`config.mk`:
```
export PLATFORM = sky130hd
export DESIGN_NAME = sum_operand_packer
export DESIGN_NICKNAME = d
export VERILOG_FILES = /design/src/rtl/sum_operand_packer.sv
export SDC_FILE = /design/constraint.sdc
export NUM_CORES = 1
export LEC_CHECK = 0
export ABC_CLOCK_PERIOD_IN_PS = 2500
export CAP_MARGIN = 5
export CORE_MARGIN = 2
export CORE_UTILIZATION = 25
export CTS_CLUSTER_DIAMETER = 120
export DETAILED_ROUTE_END_ITERATION = 12
export PLACE_DENSITY_LB_ADDON = 0.05
export SLEW_MARGIN = 20
export SYNTH_ARGS = -nofsm -noshare
export SYNTH_HDL_FRONTEND = slang
export SYNTH_SLANG_ARGS = --single-unit
```
`constraint.sdc`:
```
create_clock -name clk_i -period 2.5 [get_ports clk_i]
set_clock_uncertainty 0.15 [all_clocks]
set_input_delay 0.75 -clock clk_i [delete_from_list [all_inputs] [get_ports clk_i]]
set_output_delay 0.75 -clock clk_i [all_outputs]
set_load 0.005 [all_outputs]
```
`src/rtl/sum_operand_packer.sv`:
```
// Byte-stream to LANES-wide operand packer feeding the four-input adder stage.
// Flush zero-pads a partial group so downstream always sees complete vectors.
module sum_operand_packer #(
  parameter int DATA_W = 8,
  parameter int LANES  = 4,
  parameter int CNT_W  = 16
) (
  input  logic                       clk_i,
  input  logic                       rst_ni,
  input  logic [DATA_W-1:0]          in_data_i,
  input  logic                       in_valid_i,
  output logic                       in_ready_o,
  input  logic                       flush_i,
  output logic [DATA_W-1:0]          x_o [LANES],
  output logic                       out_valid_o,
  input  logic                       out_ready_i,
  output logic [$clog2(LANES)-1:0]   lane_cnt_o,
  output logic [CNT_W-1:0]           group_cnt_o
);
  localparam int PTR_W = $clog2(LANES);
  localparam logic [PTR_W-1:0] LAST = PTR_W'(LANES - 1);

  typedef enum logic {S_FILL, S_FLUSH} state_t;

  state_t             r_state;
  logic [DATA_W-1:0]  r_asm [LANES];
  logic [DATA_W-1:0]  r_x   [LANES];
  logic               r_out_valid;
  logic [PTR_W-1:0]   r_p;
  logic [CNT_W-1:0]   r_grp;

  logic w_slot_free;
  logic w_last;
  logic w_accept;

  // The slot counts as free when the held vector is being drained this same cycle.
  assign w_slot_free = !r_out_valid || out_ready_i;
  assign w_last      = (r_p == LAST);
  assign in_ready_o  = rst_ni && (r_state == S_FILL) && !(w_last && !w_slot_free);
  assign w_accept    = in_valid_i && in_ready_o;

  assign x_o         = r_x;
  assign out_valid_o = r_out_valid;
  assign lane_cnt_o  = r_p;
  assign group_cnt_o = r_grp;

  always_ff @(posedge clk_i or negedge rst_ni) begin
    if (!rst_ni) begin
      r_state     <= S_FILL;
      r_out_valid <= 1'b0;
      r_p         <= '0;
      r_grp       <= '0;
      for (int i = 0; i < LANES; i++) begin
        r_asm[i] <= '0;
        r_x[i]   <= '0;
      end
    end else if (r_state == S_FILL) begin
      if (w_accept && w_last) begin
        // Final byte bypasses the assembly register straight into the top lane.
        for (int i = 0; i < LANES; i++) begin
          r_x[i]   <= (i == LANES - 1) ? in_data_i : r_asm[i];
          r_asm[i] <= '0;
        end
        r_out_valid <= 1'b1;
        r_p         <= '0;
        r_grp       <= r_grp + CNT_W'(1);
      end else begin
        if (w_accept) begin
          r_asm[r_p] <= in_data_i;
          r_p        <= r_p + PTR_W'(1);
        end
        if (flush_i && (w_accept || (r_p != '0))) begin
          r_state <= S_FLUSH;
        end
        if (out_ready_i) begin
          r_out_valid <= 1'b0;
        end
      end
    end else if (w_slot_free) begin
      // Unfilled lanes are already zero, so the padded vector is the assembly as-is.
      for (int i = 0; i < LANES; i++) begin
        r_x[i]   <= r_asm[i];
        r_asm[i] <= '0;
      end
      r_out_valid <= 1'b1;
      r_p         <= '0;
      r_grp       <= r_grp + CNT_W'(1);
      r_state     <= S_FILL;
    end
  end
endmodule
```
==> summary by stage <==
Global routing
Across every metal layer, demand over resource in global routing totals 12.5%. The global route total overflow is 0. The number of global-route vias before repair is 2616. For met2 alone, demand over resource in global routing was 20.0%. The initial antenna violation count is 0. Global routing consumed, on the met3 layer, 3.11% of the routing resources.

Entering global routing, the biggest net connects 69 pins. met2 is the most crowded layer. The first-pass GRT wire length is 14200 um. The met1 demand-to-capacity share in global routing is 15.8%.

Outcome
The flow ran to the end, and the final reports show no timing, DRC or antenna violations.

Finish
The post-layout net count is 380. In the layout the commonest cells are dfrtp_1, clkdlybuf4s50_1, mux2_2. The library cell used most frequently in the layout, excluding fill and tap cells, is dfrtp_1. Fill cells in the final layout number 1428. The post-route netlist has 22.3% of its cells at a drive strength greater than 1.

The post-synthesis to final-layout area growth is 35.0%. The number of diodes added for antenna fixing is 0.

Worst setup path
In this run the register-to-register setup slack is 0.35 ns. By startpoint and endpoint, the worst setup path is classified as in2reg. STA classifies the critical path startpoint as a primary input.

The worst endpoint required time is 2.64 ns. Counting cells, the worst reg-to-reg path comes to 7. The arrival time at the worst endpoint is 2.46 ns. The endpoint kind of the worst setup timing path is a register. The maximum fanout encountered on the critical timing path is 5.

Hold path
The class of the most critical hold timing path is in2async.

Yosys
The top cell type by total area after synthesis is dfrtp_1. After synthesis, the cell types taking the most area are dfrtp_1, mux2_2, mux2i_1. The portion of the post-synthesis area used by sequential elements is 58.4%.

In the synthesized netlist the dominant register cell turns out to be dfrtp_1. The number of register bits inferred by synthesis is 84. The share of synthesized registers carrying an async set or reset is 100%.

The synthesized netlist net count is 292. The share of the synthesized area in the top cell type is 58.4%. The Yosys step of the flow raised 0 warnings. The synthesized netlist cell count is 274.

The average instance in the mapped netlist occupies 13.1 um^2. Counting flops with a built-in enable in the synthesized netlist gives 0. In this run the cell area of the synthesized design comes to 0.00360 mm^2.

Synthesis instantiated 36 different standard cells from the library.

Floorplan
After floorplanning, the core was divided into 43 placement rows. The total area inside the core boundary comes to 0.0140 mm^2. The overall die area is 0.0154 mm^2. Measured along the x axis, the die boundary spans 124 um. The die is 124 um tall. The number of top-level pins is 65. For this configuration, the core starts out at a cell density of 25.7%.

STA
Based on the critical path, the design can be clocked at up to 431 MHz. The final critical path takes up 92.8% of the cycle. The number of max-slew violations in the final report is 0. The worst max-slew margin expressed relative to the limit is 39.8%. The slew at the pin closest to its max-slew limit is 0.903 ns.

Final hold analysis gives a worst-case slack of 0.254 ns. The final hold violation count is 0. In the final timing run, aggregate negative setup slack is 0 ns. The total of endpoints with negative setup slack in the final report is 0.

Setup repair after global routing left no endpoint under its margin. The final period demand of the worst path is 2.32 ns.

CTS
The quantity of gates resized following cts is 5. Clock-pin slew was measured on the worst setup and hold paths at 0.06 ns. Buffers added to address setup during post-CTS repair amount to 0. The maximum level of the CTS H-tree is 3. The total number of clock tree sinks is 84. In this run the clock root is driven by a clkbuf_16. The clock passes through at most 2 buffers. The clock latency at the later pin of the worst-skew pair is 0.34 ns.

The hold buffer count at CTS is 0. The number of clock buffers added by TritonCTS is 9. The CTS tree is built.

Placement
Routability-driven placement finished with a final weighted congestion of 0.688. The count of buffers added on input and output ports is 64. The total half-perimeter wirelength after legalization and detailed placement is 5870 um.

Job
The number of max-cap violations is 0.

Power
The design draws 5.77 mW. The maximum vdd ir drop is 505 uV. In this run the power density over the cells is 1190 mW/mm^2. The static power due to leakage is 2.19 nW.

Detailed routing
The residual DRC count is 0. For this block, the initial DRC count from the detailed router was 60. After detailed routing, the total wire length is 8490 um. Summing over every cut layer, the via total after detailed routing is 2343. The via density per instance is 4.28. The count of TritonRoute iterations in the first routing pass is 6. The routed length per placed instance is 15.5 um. The residual antenna-violating net count after detailed routing is 0.
-- registers in the layout, indices dropped and copies added, names as in the netlist --
register / count
r_asm: 32
x_o: 32
group_cnt_o: 16
lane_cnt_o: 2
out_valid_o: 1
r_state: 1
-- worst paths after layout --
check,from,to
setup / recovery,in_valid_i,r_asm[21]
hold / removal,rst_ni,lane_cnt_o[1]
setup reg to reg,lane_cnt_o[0],r_asm[27]
hold reg to reg,group_cnt_o[15],group_cnt_o[15]
max in group asynchronous,rst_ni,x_o[17]
min in group clk_i,group_cnt_o[15],group_cnt_o[15]
-- synthesized netlist by cell type, types with 4 or more instances --
cell and count:
dfrtp_1 84, mux2_2 31, nand2_1 17, a21oi_1 15, mux2i_1 12, nor2b_1 12, a22o_1 11, nor2_1 10
xnor2_1 10, inv_1 9, nand3_1 6, buf_6 5, ha_1 5, xor2_1 5, o21ai_0 4
-- power by group --
part / total, mW / internal (mW) / switching [mW]
clock network: 1.37 / 0.825 / 0.544
logic: 2.29 / 1.31 / 0.975
registers: 2.11 / 1.82 / 0.286
total: 5.77 / 3.96 / 1.81
-- final cells by class --
cell class	instances	area [um^2]	share of cell area (%)
flip-flops and latches	84	2100	43.3
multi-input cells	171	1380	28.3
repair buffers	87	817	16.8
clock buffers	12	256	5.28
well taps	180	225	4.64
clock inverters	4	47.5	0.979
inverters	9	33.8	0.695
-- routing by layer --
metal	part of all wire (%)	routed length, um	vias to the layer above
met3	4.4	374	13
li1	-	-	1140
met2	48	4060	49
met5	0	0	-
met1	46	3870	1141
met4	2.2	190	0
-- cells by family after synthesis --
| logic type | Yosys count | synth area share [%] |
|---|---|---|
| simple gates | 70 | 11.5 |
| flops | 84 | 58.4 |
| xor+xnor | 15 | 3.65 |
| mux | 46 | 14.3 |
| compound gates | 35 | 7.06 |
| buf+inv | 19 | 3.34 |
| fa+ha+maj | 5 | 1.74 |
-- worst max-delay path: stages --
cell	delay (ns)
clkdlybuf4s50_1	0.54
and3_1	0.25
nor3b_2	0.18
nor3b_1	0.49
mux2_2	0.25
-- stage by stage --
step                setup WS (ns)  instance area [um^2]  util, %  cells
floorplan                   0.458                  3600        -    274
global placement           -0.474                  4560     32.6    531
detailed placement         -0.434                  4560     32.6    531
CTS                         0.141                  4860     34.7    547
global route               0.0493                  4860     34.7    547
finish                      0.179                  4860     34.7    547
(Power assumes the default switching activity.)
